<file path="src/rtl/ex_stage_pkg.sv">
// Execute-stage output bundle consumed by the memory stage; lsuop carries an lsu_t encoding.
package ex_stage_pkg;

  localparam int EX_WIDTH = 32;

  typedef struct packed {
    logic [EX_WIDTH-1:0] opr_res;
    logic [EX_WIDTH-1:0] opr_b;
    logic [4:0]          rd;
    logic [EX_WIDTH-1:0] pc4;
    logic                rf_en;
    logic                dm_en;
    logic [1:0]          wb_sel;
    logic [3:0]          lsuop;
  } ex_stage_out_t;

endpackage

</file>
<file path="src/rtl/mem_stage_pkg.sv">
// Shared types for the memory stage: LSU opcodes, FSM states and the writeback-facing bundle.
package mem_stage_pkg;

  localparam int XLEN = 32;

  typedef enum logic [3:0] {
    LSU_NONE = 4'd0,
    LB, LH, LW, LBU, LHU, SB, SH, SW
  } lsu_t;

  typedef enum logic [1:0] {
    IDLE     = 2'd0,
    REQ      = 2'd1,
    WAIT_RSP = 2'd2
  } state_t;

  typedef struct packed {
    logic [4:0]      rd;
    logic            rf_en;
    logic [1:0]      wb_sel;
    logic [XLEN-1:0] pc4;
    logic [XLEN-1:0] opr_res;
    logic [XLEN-1:0] load_data;
    logic            valid;
  } mem_stage_out_t;

  function automatic logic is_store(input lsu_t op);
    return (op == SB) || (op == SH) || (op == SW);
  endfunction

endpackage

</file>
<file path="src/rtl/lsu_align.sv">
// Byte-lane steering for stores, sign/zero extraction for loads and misalignment detection.
// Purely combinational; no handshake of its own.
module lsu_align
  import mem_stage_pkg::*;
#(
  parameter int DATA_WIDTH = 32
) (
  input  lsu_t                    lsuop,
  input  logic [1:0]              addr_lo,
  input  logic [DATA_WIDTH-1:0]   store_data,
  input  logic [DATA_WIDTH-1:0]   rdata,
  output logic [DATA_WIDTH/8-1:0] be,
  output logic [DATA_WIDTH-1:0]   wdata,
  output logic [DATA_WIDTH-1:0]   load_data,
  output logic                    misalign
);

  logic [4:0]  byte_sh;
  logic [4:0]  half_sh;
  logic [7:0]  rbyte;
  logic [15:0] rhalf;

  assign byte_sh = {addr_lo, 3'b000};
  assign half_sh = {addr_lo[1], 4'b0000};
  assign rbyte   = rdata[byte_sh +: 8];
  assign rhalf   = rdata[half_sh +: 16];

  always_comb begin
    be        = '0;
    wdata     = store_data;
    load_data = rdata;
    misalign  = 1'b0;
    case (lsuop)
      LB:  load_data = {{(DATA_WIDTH-8){rbyte[7]}}, rbyte};
      LBU: load_data = {{(DATA_WIDTH-8){1'b0}}, rbyte};
      LH: begin
        misalign  = addr_lo[0];
        load_data = {{(DATA_WIDTH-16){rhalf[15]}}, rhalf};
      end
      LHU: begin
        misalign  = addr_lo[0];
        load_data = {{(DATA_WIDTH-16){1'b0}}, rhalf};
      end
      LW:  misalign = |addr_lo;
      SB: begin
        be    = (DATA_WIDTH/8)'(4'b0001 << addr_lo);
        wdata = {(DATA_WIDTH/8){store_data[7:0]}};
      end
      SH: begin
        misalign = addr_lo[0];
        be       = (DATA_WIDTH/8)'(4'b0011 << {addr_lo[1], 1'b0});
        wdata    = {(DATA_WIDTH/16){store_data[15:0]}};
      end
      SW: begin
        misalign = |addr_lo;
        be       = '1;
      end
      default: ;
    endcase
  end

endmodule

</file>
<file path="src/rtl/mem_stage.sv">
// Pipeline memory stage: non-memory ops pass in 1 cycle, loads/stores go through a valid/ready dmem port.
// Stalls upstream from acceptance of an aligned access until its completion cycle.
module mem_stage
  import mem_stage_pkg::*;
  import ex_stage_pkg::*;
#(
  parameter int DATA_WIDTH = 32
) (
  input  logic                    clk,
  input  logic                    rst_n,
  input  ex_stage_out_t           mem_stage_in,
  input  logic                    in_valid,
  output logic                    mem_stall,
  output logic                    dmem_req_valid,
  input  logic                    dmem_req_ready,
  output logic                    dmem_req_we,
  output logic [DATA_WIDTH-1:0]   dmem_req_addr,
  output logic [DATA_WIDTH-1:0]   dmem_req_wdata,
  output logic [DATA_WIDTH/8-1:0] dmem_req_be,
  input  logic                    dmem_rsp_valid,
  input  logic [DATA_WIDTH-1:0]   dmem_rsp_rdata,
  output mem_stage_out_t          mem_stage_out,
  output logic                    misalign
);

  state_t          state;
  lsu_t            op_q;
  logic [XLEN-1:0] opr_res_q;
  logic [XLEN-1:0] pc4_q;
  logic [4:0]      rd_q;
  logic [1:0]      wb_sel_q;
  logic            rf_en_q;

  lsu_t                    in_op;
  lsu_t                    al_op;
  logic [1:0]              al_addr_lo;
  logic [DATA_WIDTH/8-1:0] al_be;
  logic [DATA_WIDTH-1:0]   al_wdata;
  logic [DATA_WIDTH-1:0]   al_load;
  logic                    al_misalign;
  logic                    in_is_mem;
  logic                    dm_en_unused;

  assign dm_en_unused = mem_stage_in.dm_en;
  assign in_op        = lsu_t'(mem_stage_in.lsuop);
  assign in_is_mem    = (in_op != LSU_NONE);

  // In IDLE the aligner looks at the incoming op; afterwards at the latched one for load extraction.
  assign al_op      = (state == IDLE) ? in_op : op_q;
  assign al_addr_lo = (state == IDLE) ? mem_stage_in.opr_res[1:0] : opr_res_q[1:0];

  lsu_align #(.DATA_WIDTH(DATA_WIDTH)) u_lsu_align (
    .lsuop      (al_op),
    .addr_lo    (al_addr_lo),
    .store_data (mem_stage_in.opr_b),
    .rdata      (dmem_rsp_rdata),
    .be         (al_be),
    .wdata      (al_wdata),
    .load_data  (al_load),
    .misalign   (al_misalign)
  );

  always_comb begin
    mem_stall = 1'b0;
    if (rst_n) begin
      case (state)
        IDLE:     mem_stall = in_valid && in_is_mem && !al_misalign;
        REQ:      mem_stall = !(dmem_req_ready && is_store(op_q));
        WAIT_RSP: mem_stall = !dmem_rsp_valid;
        default:  mem_stall = 1'b0;
      endcase
    end
  end

  always_ff @(posedge clk) begin
    if (!rst_n) begin
      state          <= IDLE;
      op_q           <= LSU_NONE;
      opr_res_q      <= '0;
      pc4_q          <= '0;
      rd_q           <= '0;
      wb_sel_q       <= '0;
      rf_en_q        <= 1'b0;
      dmem_req_valid <= 1'b0;
      dmem_req_we    <= 1'b0;
      dmem_req_addr  <= '0;
      dmem_req_wdata <= '0;
      dmem_req_be    <= '0;
      mem_stage_out  <= '0;
      misalign       <= 1'b0;
    end else begin
      mem_stage_out.valid <= 1'b0;
      misalign            <= 1'b0;
      case (state)
        IDLE: begin
          if (in_valid) begin
            op_q      <= in_op;
            opr_res_q <= mem_stage_in.opr_res;
            pc4_q     <= mem_stage_in.pc4;
            rd_q      <= mem_stage_in.rd;
            wb_sel_q  <= mem_stage_in.wb_sel;
            rf_en_q   <= mem_stage_in.rf_en;
            if (!in_is_mem || al_misalign) begin
              // Pass-through or faulting access: retire immediately, never touching memory.
              mem_stage_out.rd      <= mem_stage_in.rd;
              mem_stage_out.wb_sel  <= mem_stage_in.wb_sel;
              mem_stage_out.pc4     <= mem_stage_in.pc4;
              mem_stage_out.opr_res <= mem_stage_in.opr_res;
              mem_stage_out.rf_en   <= mem_stage_in.rf_en && !in_is_mem;
              mem_stage_out.valid   <= 1'b1;
              misalign              <= in_is_mem;
            end else begin
              state          <= REQ;
              dmem_req_valid <= 1'b1;
              dmem_req_we    <= is_store(in_op);
              dmem_req_addr  <= {mem_stage_in.opr_res[DATA_WIDTH-1:2], 2'b00};
              dmem_req_wdata <= al_wdata;
              dmem_req_be    <= al_be;
            end
          end
        end
        REQ: begin
          if (dmem_req_ready) begin
            dmem_req_valid <= 1'b0;
            if (is_store(op_q)) begin
              state                 <= IDLE;
              mem_stage_out.rd      <= rd_q;
              mem_stage_out.wb_sel  <= wb_sel_q;
              mem_stage_out.pc4     <= pc4_q;
              mem_stage_out.opr_res <= opr_res_q;
              mem_stage_out.rf_en   <= 1'b0;
              mem_stage_out.valid   <= 1'b1;
            end else begin
              state <= WAIT_RSP;
            end
          end
        end
        WAIT_RSP: begin
          if (dmem_rsp_valid) begin
            state                   <= IDLE;
            mem_stage_out.rd        <= rd_q;
            mem_stage_out.wb_sel    <= wb_sel_q;
            mem_stage_out.pc4       <= pc4_q;
            mem_stage_out.opr_res   <= opr_res_q;
            mem_stage_out.load_data <= al_load;
            mem_stage_out.rf_en     <= rf_en_q;
            mem_stage_out.valid     <= 1'b1;
          end
        end
        default: state <= IDLE;
      endcase
    end
  end

endmodule

</file>
<file path="config.mk">
export PLATFORM = sky130hd
export DESIGN_NAME = mem_stage
export DESIGN_NICKNAME = d
export VERILOG_FILES = /design/src/rtl/ex_stage_pkg.sv /design/src/rtl/mem_stage_pkg.sv /design/src/rtl/lsu_align.sv /design/src/rtl/mem_stage.sv
export SDC_FILE = /design/constraint.sdc
export NUM_CORES = 1
export LEC_CHECK = 0
export ABC_CLOCK_PERIOD_IN_PS = 5350
export CORE_MARGIN = 2
export CORE_UTILIZATION = 48
export DETAILED_ROUTE_END_ITERATION = 10
export PLACE_DENSITY = 0.88
export SKIP_LAST_GASP = 1
export SLEW_MARGIN = 10
export SYNTH_ARGS = -nofsm -noshare
export SYNTH_HDL_FRONTEND = slang
export SYNTH_SLANG_ARGS = --single-unit
export TNS_END_PERCENT = 5
</file>
<file path="constraint.sdc">
create_clock -name clk -period 5.35 [get_ports clk]
set_clock_uncertainty 0.15 [all_clocks]
set_input_delay 1.605 -clock clk [delete_from_list [all_inputs] [get_ports clk]]
set_output_delay 1.605 -clock clk [all_outputs]
set_load 0.03 [all_outputs]
</file>
==> flow_summary.toml, run 1 <==
[die]
die_area_sq_mm = 0.02513
num_io_pins = 323
row_count = 56
fp.dieW_um = 158.5
core_sq_mm = 0.02347
fp.dieH_um = 158.5
initial_core_util_pct = 48.82

[setup_path]
worst-r2r-cell-count = 10
cp_data_required_time_ps = 3600
r2r_end = "dmem_req_addr[17]"
slowest_delay_ps = 550
worstPathMaxFanout = 6
setup.worst_path.end_class = "output pin"
crit_arrival_ps = 3550
r2r-start = "state[0]"
rrSetupSlack_ps = 1460
crit_path_top_delay_cell = "clkdlybuf4s50_1"
start_kind = "input port"
cp_cell_sequence = "clkdlybuf4s50_1 -> mux2_2 -> o211ai_1 -> and4_2 -> nand2_1 -> a31oi_2 -> buf_12"
critPathKind = "input port to output pin"

[power]
p_leak_nw = 6.090
p_int_mw = 4.878
p_switching_mw = 3.182
switching_share_pct = 39.48
ir_worst_vdd_mv = 0.3112
combPwrFrac_pct = 45.1
p_per_area_mw_per_mm2 = 515.1
p_total_mw = 8.060
clock_power_share_pct = 23.9
power_frac_seq_pct = 30.9

[global_routing]
track_usage_pct = 28.08
grt_max_degree = 94
grt_first_pass_wirelength_mm = 56.66
antenna_found_initial = 1
overflow = 0
grt_pass1_vias = 10887

[clock_network]
cts_tree = "built"
clk_latency_ps = 550
cts_setup_buffers = 0
numCtsBuffers = 27
cts.sinks = 252
cts.clk_slew.worst_paths_ps = 60
ctsLongestPathBuffers = 3
cts_root_buf = "clkbuf_16"
htree_levels = 1

[placement]
dp.final_hpwl_mm = 24.33
portBuffers = 319
dp_slack_ps = 86.27
placed_cells = 1897
gp_congestion = 0.9108

[yosys]
synth_edf_count = 0
synth.distinct_cells = 63
ys_warn_count = 0
synth_common_cells = "349 x nand2_1, 252 x dfxtp_1, 156 x a21oi_1, 102 x mux2i_1, 82 x clkbuf_1"
synth_area_leaders = "dfxtp_1 44%, nand2_1 11%, mux2i_1 8.9%"
synth_area_sq_mm = 0.01146
ys.flop_type = "dfxtp_1"
ys_ff_latch = 252
syn_avg_cell_area_sq_um = 8.501
yosys.area.top_type_share_pct = 44.02
syn_inst = 1348
yosysMostFrequentCell = "nand2_1"
async_flop_share_pct = 0
ys_seq_area_share_pct = 44.02
synth_area_leader_cell = "dfxtp_1"

[drt]
drcViolationCount = 0
wl_mm = 36.89
drtPass1Iterations = 7
drt_iter0_drc = 904
wl_per_cell_um = 18.94
viasPerCell = 5.803
vias = 11304
final_antenna_net_count = 0

[sta]
setup_ws_ps = 42.75
drv_slew = 0
setup_viol = 0
timing.final.crit_share_pct = 99.20
relSlewSlack_pct = 35.64
rsz0062_at_grt = "no"
hold_ws_ps = 303.8
max_freq_mhz = 188.4
hold_viol = 0
worstMarginPinSlew_ps = 956.6
fin_crit_ps = 5307
fin_tns_setup_ps = 0

[final_layout]
finalNetCount = 1758
fin_cells = 1948
nFillCells = 1831
layout-drive-gt1-share_pct = 7.678
area_delta_synth_final_pct = 36.53

[min_path]
hold_end = "opr_res_q[3]"
min_from = "opr_res_q[3]"
min_path_cells = 2
hold_path_class = "flop to flop"

[job]
max_cap_violations = 0

[status]
outcome = "complete, no violations"
-- what timing repair did --
item | 4_1_cts | 5_1_grt
endpoints found under the setup margin | 0 | 1
hold buffers | 0 | 0
gates resized for setup | 0 | 1
-- sequential cells by signal, summed over array words and instances (netlist names) --
signal	count
mem_stage_out	105
dmem_req_wdata	32
opr_res_q	32
pc4_q	32
dmem_req_addr	30
rd_q	5
dmem_req_be	4
op_q	4
state	2
wb_sel_q	2
dmem_req_valid	1
dmem_req_we	1
misalign	1
rf_en_q	1
-- per-stage QoR --
stage / utilization (%) / area (sq um)
global placement: 62.71 / 14720
CTS: 66.62 / 15640
finish: 66.66 / 15650
floorplan: - / 11460
detailed placement: 62.71 / 14720
global route: 66.66 / 15650
-- worst max path at each step --
stage | start | end | slack [ps]
2_1_floorplan | mem_stage_in[2] | mem_stall | 140
3_3_place_gp | mem_stage_in[0] | mem_stall | 90
3_5_place_dp | mem_stage_in[0] | mem_stall | 90
4_1_cts | mem_stage_in[0] | mem_stall | 20
5_1_grt | mem_stage_in[0] | mem_stall | 0.9
6_report | mem_stage_in[0] | mem_stall | 40
-- cell type report --
class                      instances  area, sq um  area share [%]
antenna                            1        2.502         0.01599
clock buffer                      40        774.5           4.950
clock inverter                    10        142.6          0.9116
inverter                           8        32.53          0.2079
multi-input combinational        969         5808           37.12
sequential                       252         5045           32.24
tap                              319        399.1           2.551
timing repair buffer             349         3442           22.00
-- metal layers --
layer	up-vias	routed length, um	track usage [%]
li1	5254	-	-
met1	5399	14010	32.55
met2	532	17830	48.41
met3	119	3398	7.866
met4	0	1656	12.44
met5	-	0	0
-- cell families after synthesis --
kind of cell    after synthesis  synth area share, %
simple gates                442                16.14
compound gates              396                22.22
flops                       252                44.02
buf+inv                     128                5.754
mux                         124                11.29
fa+ha+maj                     5               0.5459
other cells                   1              0.03272
-- critical path: cells and delay by family --
family,cells,cell delay [ps]
multiplexers,1,390
buffers and inverters,2,710
AND/OR/NAND/NOR,2,390
AO/OA/AOI/OAI,2,450
-- power by group through the flow --
stage / clock network [mW] / registers [mW] / logic (mW)
global placement: 0 / 2.50 / 3.54
global route: 2.02 / 2.53 / 3.88
CTS: 1.96 / 2.49 / 3.63
finish: 1.93 / 2.49 / 3.64
floorplan: 0 / 3.07 / 1.92
detailed placement: 0 / 2.52 / 3.61
-- cells in the final DEF (no fill, tap or decap), drive strengths merged, types with 3 or more instances in the layout --
cell / synthesis / layout
a211oi: 11 / 11
a21oi: 167 / 167
a22o: 71 / 71
a2bb2oi: 9 / 9
a311oi: 12 / 12
a31oi: 9 / 9
a32oi: 8 / 8
and3b: 3 / 3
buf: 37 / 32
bufinv: 0 / 3
clkbuf: 83 / 40
clkdlybuf4s50: 0 / 317
clkinv: 0 / 5
dfxtp: 252 / 252
ha: 5 / 5
inv: 8 / 9
mux2: 19 / 19
mux2i: 103 / 103
nand2: 349 / 349
nand3: 48 / 48
nor2: 19 / 19
nor3: 4 / 4
nor4b: 3 / 3
o211ai: 3 / 3
o21a: 3 / 3
o21ai: 91 / 91
No activity file was read; power rests on OpenSTA's default activity.
==> inputs of run 2 (changes only) <==
- ABC_CLOCK_PERIOD_IN_PS: 5350 -> 5120
- clock period: 5.35 -> 5.12 ns (I/O delays scaled with it)
==> run 2 against run 1 <==
  * Utilization grew 0.25 points
  * Worst setup slack improved by 54 ps
  * Non-clock buffer count down 1
  * Final cell count shrank 0.15%
  * Critical path depth stayed put
  * Design area is 0.37% higher
  * Wire length shrank 0.98%
  * Clock-buffer cell count shrank 2
  * Sequential power is 4% higher
  * Sequential cell count stayed put
  * Clock power increased by 7%
  * Combinational power increased by 4%
  * Critical path type unchanged
  * Critical endpoint unchanged
  * Highest routed layer unchanged
==> flow_summary.toml, run 2 (synthesis gave the netlist of run 1 again) <==
[clock_network]
ctsLongestPathBuffers = 3
cts_tree = "built"
cts_root_buf = "clkbuf_16"
cts.sinks = 252
cts.clk_slew.worst_paths_ps = 60
clk_latency_ps = 530
htree_levels = 1
numCtsBuffers = 27
cts_hold_buf = 0

[setup_path]
start_kind = "input port"
critPathKind = "input port to output pin"
cp_data_required_time_ps = 3430
crit_arrival_ps = 3340
worst-r2r-cell-count = 10
cp_cell_sequence = "clkdlybuf4s50_1 -> and4bb_1 -> o21ai_1 -> a221o_2 -> nand2_1 -> a31oi_2 -> buf_12"
slowest_delay_ps = 550
setup.worst_path.end_class = "output pin"
r2r-start = "state[0]"
crit_path_top_delay_cell = "clkdlybuf4s50_1"
cpLargestDelayFamily = "compound AO/OA/AOI/OAI gates"
worstPathMaxFanout = 4
r2r_end = "mem_stage_out[59]"
critPathBufInv = 2
rrSetupSlack_ps = 1440

[final_layout]
final_common_cell = "nand2_1"
max_flop_register = "mem_stage_out"
finalNetCount = 1757
largest_register_ffs = 105
register_area_sq_mm = 0.005045
multi_input_area_sq_mm = 0.005817
final_cell_mix = "348 x nand2_1, 317 x clkdlybuf4s50_1, 252 x dfxtp_1"
area_delta_synth_final_pct = 37.03
antenna_cells = 0
fin_cells = 1945
layout-drive-gt1-share_pct = 7.995
nFillCells = 1799
fin_util_pct = 66.90

[sta]
setup_viol = 0
max_freq_mhz = 199.1
fin_tns_setup_ps = 0
drv_slew = 0
rsz0062_at_grt = "no"
fin_crit_ps = 5023
timing.final.crit_share_pct = 98.11
hold_viol = 0
hold_ws_ps = 303.5
relSlewSlack_pct = 36.74
worstMarginPinSlew_ps = 948.8

[drt]
final_antenna_net_count = 0
vias = 11260
wl_mm = 36.53
viasPerCell = 5.789
drcViolationCount = 0
drtPass1Iterations = 5
drt_iter0_drc = 919
wl_per_cell_um = 18.78

[power]
combPwrFrac_pct = 44.9
p_leak_nw = 6.127
p_per_area_mw_per_mm2 = 539.4
power_frac_seq_pct = 30.7
ir_worst_vdd_mv = 0.3921
p_int_mw = 5.155
p_switching_mw = 3.315
p_total_mw = 8.470
clock_power_share_pct = 24.4
switching_share_pct = 39.14

[placement]
placed_cells = 1896
portBuffers = 319
gp_congestion = 0.9420
dp.final_hpwl_mm = 23.51

[min_path]
hold_end = "pc4_q[15]"
hold_path_class = "flop to flop"
min_path_cells = 2
min_from = "pc4_q[15]"

[die]
num_io_pins = 323
initial_core_util_pct = 48.82
core_sq_mm = 0.02347
row_count = 56
fp.dieH_um = 158.5
fp.dieW_um = 158.5
die_area_sq_mm = 0.02513

[global_routing]
grt_max_degree = 95
track_usage_pct = 27.86
grt_pass1_vias = 10627
antenna_found_initial = 0
grt_first_pass_wirelength_mm = 56.33
overflow = 0

[status]
outcome = "complete, no violations"

[job]
max_cap_violations = 0
[run 2: power by group through the flow]
stage	Sequential, mW	Clock (mW)	Combinational [mW]
5_1_grt	2.65	2.17	4.06
6_report	2.60	2.06	3.80
3_5_place_dp	2.64	0	3.76
2_1_floorplan	3.21	0	2.01
4_1_cts	2.60	2.09	3.79
3_3_place_gp	2.61	0	3.70
[run 2: worst max-delay path by stage]
stage	endpoint	startpoint	cells past startpoint	slack, ps
after global placement	mem_stall	mem_stage_in[0]	7	80
after detailed placement	mem_stall	mem_stage_in[0]	7	60
after floorplan	mem_stall	mem_stage_in[2]	8	50
final	mem_stall	mem_stage_in[2]	7	100
after CTS	mem_stall	mem_stage_in[0]	7	50
after global routing	mem_stall	mem_stage_in[2]	8	5
[run 2: repair_timing]
action,CTS,global route
gates resized for setup,0,2
setup buffers,0,0
endpoints found under the setup margin,0,1
endpoints found under the hold margin,0,0
[run 2: layout make-up]
| type | instances | share of cell area (%) |
|---|---|---|
| multi-input cells | 969 | 37.04 |
| flip-flops and latches | 252 | 32.12 |
| repair buffers | 348 | 22.03 |
| clock buffers | 38 | 5.203 |
| well taps | 319 | 2.542 |
| clock inverters | 11 | 0.8525 |
| inverters | 8 | 0.2072 |
[run 2: layer usage]
| layer | vias up | GRT usage, % | share of wire (%) | wire length, um |
|---|---|---|---|---|
| met1 | 5393 | 33.83 | 40 | 14630 |
| met5 | - | 0 | 0 | 0 |
| li1 | 5253 | - | - | - |
| met3 | 111 | 7.648 | 8.9 | 3250 |
| met2 | 503 | 46.31 | 47 | 17150 |
| met4 | 0 | 12.27 | 4.1 | 1496 |
[run 2: metrics by stage]
stage	area, sq um	setup WS (ps)
2_1_floorplan	11460	45.47
3_3_place_gp	14740	82.46
3_5_place_dp	14740	64.09
4_1_cts	15690	54.31
5_1_grt	15700	4.584
6_report	15700	96.96
[run 2: worst register-to-register path: stages (launching register included)]
cell and delay [ps]:
dfxtp_1 340, inv_1 110, ha_1 610, buf_4 310
mux2_2 410, o211ai_1 130, buf_4 160, nand2_1 130
o41ai_4 390, buf_12 420, mux2i_1 420
